==> src/rtl/microgreen_pkg.sv <==
// microgreen_pkg: scheduler states, default 25 MHz timing and fault bit indices
package microgreen_pkg;
    typedef logic [2:0] state_t;
    localparam state_t S_IDLE       = 3'd0;
    localparam state_t S_TRIG       = 3'd1;
    localparam state_t S_ECHO_WAIT  = 3'd2;
    localparam state_t S_FRAME_WAIT = 3'd3;
    localparam state_t S_INFER      = 3'd4;
    localparam state_t S_INFER_WAIT = 3'd5;
    localparam state_t S_REPORT     = 3'd6;
    localparam int TMR_W_DEF      = 21;
    localparam int PERIOD_CYC_DEF = 1500000;
    localparam int TRIG_CYC_DEF   = 250;
    localparam int ECHO_TMO_DEF   = 1000000;
    localparam int FRAME_TMO_DEF  = 1250000;
    localparam int CONFIRM_N_DEF  = 3;
    localparam int FAULT_ECHO     = 0;
    localparam int FAULT_FRAME    = 1;
endpackage

==> src/rtl/microgreen_acq_timer.sv <==
// microgreen_acq_timer: clearable saturating cycle counter with a >= threshold compare
module microgreen_acq_timer #(
    parameter int W = 21
) (
    input  logic         clk,
    input  logic         rst_n,
    input  logic         clr,
    input  logic         en,
    input  logic [W-1:0] thr,
    output logic         ge
);
    logic [W-1:0] cnt_q, cnt_d;
    always_comb cnt_d = clr ? '0 : (en && cnt_q != '1) ? cnt_q + 1'b1 : cnt_q;
    always_ff @(posedge clk) cnt_q <= !rst_n ? '0 : cnt_d;
    assign ge = cnt_q >= thr;
endmodule

==> src/rtl/microgreen_acq_scheduler.sv <==
// microgreen_acq_scheduler: per-period trigger/echo/frame/inference sequencer with harvest confirmation
module microgreen_acq_scheduler
    import microgreen_pkg::*;
#(
    parameter int TMR_W      = TMR_W_DEF,
    parameter int PERIOD_CYC = PERIOD_CYC_DEF,
    parameter int TRIG_CYC   = TRIG_CYC_DEF,
    parameter int ECHO_TMO   = ECHO_TMO_DEF,
    parameter int FRAME_TMO  = FRAME_TMO_DEF,
    parameter int CONFIRM_N  = CONFIRM_N_DEF
) (
    input  logic       clk,
    input  logic       rst_n,
    input  logic       ena,
    input  logic       auto_en,
    input  logic       start,
    input  logic       echo_valid,
    input  logic       frame_done,
    input  logic       infer_done,
    input  logic       prediction,
    output logic       us_trig,
    output logic       cap_arm,
    output logic       infer_start,
    output logic       busy,
    output logic       harvest,
    output logic [1:0] fault
);
    state_t state_q, state_d;
    logic [3:0] confirm_q, confirm_d;
    logic [1:0] fault_q, fault_d;
    logic harvest_q, harvest_d, frame_seen_q, frame_seen_d;
    logic ph_ge, per_ge, trig_entry;
    logic [TMR_W-1:0] ph_thr;
    assign us_trig     = state_q == S_TRIG;
    assign cap_arm     = state_q inside {S_TRIG, S_ECHO_WAIT, S_FRAME_WAIT};
    assign infer_start = state_q == S_INFER;
    assign busy        = state_q != S_IDLE;
    assign harvest     = harvest_q;
    assign fault       = fault_q;
    assign trig_entry  = state_d == S_TRIG && state_q != S_TRIG;
    assign ph_thr = state_q == S_TRIG      ? TMR_W'(TRIG_CYC - 1) :
                    state_q == S_ECHO_WAIT ? TMR_W'(ECHO_TMO - 1) : TMR_W'(FRAME_TMO - 1);
    // phase timer restarts on every state change; cycle timer spans a whole period
    microgreen_acq_timer #(.W(TMR_W)) u_phase (
        .clk(clk), .rst_n(rst_n), .clr(state_d != state_q), .en(ena), .thr(ph_thr), .ge(ph_ge)
    );
    microgreen_acq_timer #(.W(TMR_W)) u_period (
        .clk(clk), .rst_n(rst_n), .clr(trig_entry), .en(ena), .thr(TMR_W'(PERIOD_CYC - 1)), .ge(per_ge)
    );
    always_comb begin
        state_d   = state_q;
        confirm_d = confirm_q;
        fault_d   = fault_q;
        harvest_d = harvest_q;
        if (ena) begin
            case (state_q)
                S_IDLE:       state_d = (start || auto_en) ? S_TRIG : S_IDLE;
                S_TRIG:       state_d = ph_ge ? S_ECHO_WAIT : S_TRIG;
                S_ECHO_WAIT: begin
                    state_d = (echo_valid || ph_ge) ? S_FRAME_WAIT : S_ECHO_WAIT;
                    fault_d[FAULT_ECHO] = fault_q[FAULT_ECHO] | (!echo_valid && ph_ge);
                end
                S_FRAME_WAIT: begin
                    if (frame_seen_q || frame_done) begin
                        state_d = S_INFER;
                    end else if (ph_ge) begin
                        state_d = S_REPORT;
                        fault_d[FAULT_FRAME] = 1'b1;
                        confirm_d = '0;
                    end
                end
                S_INFER:      state_d = S_INFER_WAIT;
                S_INFER_WAIT: begin
                    state_d = infer_done ? S_REPORT : S_INFER_WAIT;
                    confirm_d = !infer_done ? confirm_q : !prediction ? 4'd0 :
                                confirm_q >= 4'(CONFIRM_N) ? 4'(CONFIRM_N) : confirm_q + 4'd1;
                end
                S_REPORT: begin
                    harvest_d = confirm_q == 4'(CONFIRM_N);
                    state_d = !auto_en ? S_IDLE : per_ge ? S_TRIG : S_REPORT;
                end
                default:      state_d = S_IDLE;
            endcase
        end
        if (state_d == S_TRIG && state_q != S_TRIG) fault_d = '0;
    end
    always_comb frame_seen_d = trig_entry ? 1'b0 : (ena && frame_done && cap_arm) ? 1'b1 : frame_seen_q;
    always_ff @(posedge clk) begin
        if (!rst_n) begin
            state_q      <= S_IDLE;
            confirm_q    <= '0;
            fault_q      <= '0;
            harvest_q    <= 1'b0;
            frame_seen_q <= 1'b0;
        end else begin
            state_q      <= state_d;
            confirm_q    <= confirm_d;
            fault_q      <= fault_d;
            harvest_q    <= harvest_d;
            frame_seen_q <= frame_seen_d;
        end
    end
endmodule

==> config.mk <==
export PLATFORM = sky130hd
export DESIGN_NAME = microgreen_acq_scheduler
export DESIGN_NICKNAME = d
export VERILOG_FILES = /design/src/rtl/microgreen_pkg.sv /design/src/rtl/microgreen_acq_timer.sv /design/src/rtl/microgreen_acq_scheduler.sv
export SDC_FILE = /design/constraint.sdc
export NUM_CORES = 1
export LEC_CHECK = 0
export CORE_AREA = 3 3 102 104
export CTS_BUF_LIST = sky130_fd_sc_hd__clkbuf_4
export DETAILED_ROUTE_END_ITERATION = 8
export DIE_AREA = 0 0 105 107
export SLEW_MARGIN = 20
export SYNTH_ARGS = -nofsm -noshare
export SYNTH_HDL_FRONTEND = slang
export SYNTH_SLANG_ARGS = --single-unit
==> constraint.sdc <==
create_clock -name clk -period 6.9 [get_ports clk]
set_input_delay 1.38 -clock clk [delete_from_list [all_inputs] [get_ports clk]]
set_output_delay 1.38 -clock clk [all_outputs]
set_load 0.01 [all_outputs]
==> impl_metrics.py <==
metrics = {
    "die": {
        "start_util_pct": 34.6,
        "die-area_um2": 11200,
        "core_um2": 9640,
        "row_count": 36,
        "dieWidth_um": 105,
        "die_h_um": 107,
        "ios": 16,
    },
    "clock_network": {
        "insertion_delay_ns": 0.37,
        "root_buffer": "clkbuf_4",
        "clk_pin_slew_ns": 0.16,
        "cts.sinks": 53,
        "holdBufCountCts": 0,
        "cts_buffers": 5,
        "htree_levels": 2,
        "postCtsSetupRepairBufs": 0,
        "cts_tree": "done",
        "post_cts_resized": 0,
        "cts_max_path_buffers": 2,
    },
    "final_layout": {
        "diodes": 0,
        "nNetsFinal": 422,
        "n_fill_cell": 1067,
        "syn_to_final_growth_pct": 9.91,
        "drive_gt1_share_pct": 5.74,
    },
    "timing": {
        "tightestPinTransition_ns": 1.07,
        "finalSetupTns_ns": 0,
        "finalCritPeriodShare_pct": 64.6,
        "relSlewSlack_pct": 28.3,
        "hold_violations": 0,
        "slew_viol_final": 0,
        "setup_violations": 0,
        "rsz0062_at_grt": "false",
        "skew_ns": 0.0255,
        "period_needed_ns": 4.46,
        "fmax_mhz": 224,
    },
    "routing": {
        "dr.pass1.iters": 4,
        "wire_per_inst_um": 14.9,
        "vias": 2950,
        "routed_wl_um": 7970,
        "viasPerCell": 5.52,
        "drc_errors": 0,
        "ant_nets": 0,
        "drt-initial-drc-count": 103,
    },
    "synth": {
        "yosysTopAreaCell": "dfxtp_1",
        "synth-seq-area-share_pct": 31.8,
        "yosys.area.top_type_share_pct": 31.8,
        "syn_area_um2": 3330,
        "ys_async_sr_fraction_pct": 0,
        "syn_inst": 397,
        "syn-num-nets": 419,
        "synth_ff_type": "dfxtp_1",
        "yosys-top-cells-area": "dfxtp_1, xnor2_1, nor3_1",
        "synth.distinct_cells": 59,
        "synth_area_per_cell_um2": 8.39,
        "synth_edf_count": 0,
        "ys_seq_elements": 53,
        "yosys_warnings": 0,
    },
    "place": {
        "io_buffers": 15,
        "routabilityCongestion": 0.832,
        "hpwlAfterDp_um": 5750,
    },
    "run_status": {
        "status": "finished clean",
    },
    "global_routing": {
        "grt_antenna_before_repair": 0,
        "grt_pass1_wl_um": 14000,
        "track_usage_pct": 14.9,
        "grt-ovfl-total": 0,
        "grt_max_degree": 26,
        "first_global_vias": 2931,
    },
    "worst_setup_path": {
        "cp_data_arrival_time_ns": 4.74,
        "worstSetupStartpointType": "flop",
        "r2r-start": "state_q[1]$_SDFF_PN0_",
        "critical_path_class": "flop to flop",
        "cp-end-kind": "flop",
        "critical_path.startpoint": "state_q[1]$_SDFF_PN0_",
        "crit_required_ns": 7.18,
        "crit_fanout": 18,
    },
    "power_and_ir_drop": {
        "power_uw": 576,
        "powerDensity_nw_per_um2": 157,
        "peakVddDrop_mv": 0.0918,
        "leakage_nw": 1.17,
    },
    "hold_path": {
        "hp-start": "fault[1]$_SDFFE_PP0P_",
        "hp-class": "flop to flop",
    },
    "job": {
        "cap_violations": 0,
    },
}
## per-stage QoR
stage	worst slack, ns	area (um^2)	util [%]	hold slack [ns]	cells
after floorplan	3.60	3330	-	0.445	397
after global placement	2.34	3560	36.9	0.459	525
after detailed placement	2.50	3580	37.1	0.471	526
after CTS	2.43	3660	38.0	0.489	534
after global routing	1.94	3660	38.0	0.523	534
final	2.44	3660	38.0	0.489	534
## layout make-up
class	instances	area (um^2)	area share, %
Multi-Input combinational cell	308	2110	57.7
Timing Repair Buffer	19	188	5.12
Clock inverter	2	38.8	1.06
Tap cell	133	166	4.54
Sequential cell	53	1060	29.0
Inverter	13	48.8	1.33
Clock buffer	6	45.0	1.23
## state kept, by name, summed over array words and instances, names as in the netlist
name	flops
confirm_q	4
fault	2
frame_seen_q	1
harvest	1
state_q	3
u_period.cnt_q	21
u_phase.cnt_q	21
## critical path, cell delays in order (launching register included)
cell       delay (ns)
dfxtp_1          0.69
nand2b_1         0.13
nor2_1           0.43
inv_1            0.17
ha_1             0.34
a2111oi_0        0.42
o221a_2          0.32
o21ai_0          0.24
or4_1            0.50
o221ai_1         0.19
o211ai_1         0.40
buf_4            0.34
nor3_1           0.18
## logic make-up (layout without fill, tap and decap cells)
group | Yosys count | count (layout) | synth area share, %
flops | 53 | 53 | 31.8
fa+ha+maj | 13 | 13 | 4.88
mux | 2 | 2 | 0.601
compound gates | 87 | 87 | 21.1
xor+xnor | 38 | 38 | 9.99
simple gates | 168 | 168 | 26.7
buf+inv | 36 | 40 | 4.84
## routing by layer
| layer | vias to the layer above | GRT usage [%] | wire, um |
|---|---|---|---|
| met2 | 39 | 25.8 | 3790 |
| met3 | 4 | 2.29 | 199 |
| met5 | - | 0 | 0 |
| li1 | 1497 | - | - |
| met4 | 0 | 4.22 | 93 |
| met1 | 1410 | 19.3 | 3890 |
## cells in the final DEF, fill, tap and decap left out, types with 3 or more instances in the layout
master	count
and3_1	9
clkdlybuf4s50_1	15
clkbuf_4	6
nand2_1	29
dfxtp_1	53
nor3_1	34
nand2b_1	4
and2_1	4
nor2_1	19
a211oi_1	22
o21ai_0	9
a21o_1	3
a21oi_1	12
nand4_1	16
a31oi_1	5
nor2b_1	5
xor2_1	17
nand3_1	23
o211ai_1	4
ha_1	13
buf_4	3
nor4_1	10
xnor2_1	21
inv_1	13
and4_1	4
o2111ai_1	3
a2111oi_0	3
## final timing paths
kind | slack (ns) | endpoint | cells past startpoint
worst max-delay path | 2.44 | u_phase.cnt_q[6]$_SDFFE_PP0P_ | 12
worst min-delay path | 0.49 | fault[1]$_SDFFE_PP0P_ | 2
worst min register to register | 0.49 | fault[1]$_SDFFE_PP0P_ | 2
worst max register to register | 2.44 | u_phase.cnt_q[6]$_SDFFE_PP0P_ | 12
## cell usage after synthesis (2+ instances only)
master	instances
a2111oi_0	3
a2111oi_4	2
a211oi_1	22
a211oi_2	2
a21o_1	3
a21oi_1	12
a31oi_1	5
and2_1	4
and3_1	9
and4_1	4
buf_1	2
buf_2	2
buf_6	3
clkbuf_1	15
dfxtp_1	53
ha_1	13
inv_1	13
mux2i_1	2
nand2_1	29
nand2b_1	4
nand3_1	23
nand4_1	16
nor2_1	19
nor2b_1	5
nor3_1	34
nor4_1	10
o2111ai_1	3
o211ai_1	4
o21a_1	2
o21ai_0	9
o21bai_1	2
o221ai_1	2
o31ai_1	2
or3_1	2
or4_1	2
xnor2_1	21
xor2_1	17
## report_power, final
| part | switching, mW | total (mW) | leakage [nW] | internal, mW |
|---|---|---|---|---|
| sequential | 0.00829 | 0.318 | 0.428 | 0.309 |
| clock | 0.102 | 0.183 | 0.0459 | 0.0813 |
| combinational | 0.0466 | 0.0752 | 0.693 | 0.0285 |
| total | 0.157 | 0.576 | 1.17 | 0.419 |
(Power assumes the default switching activity.)
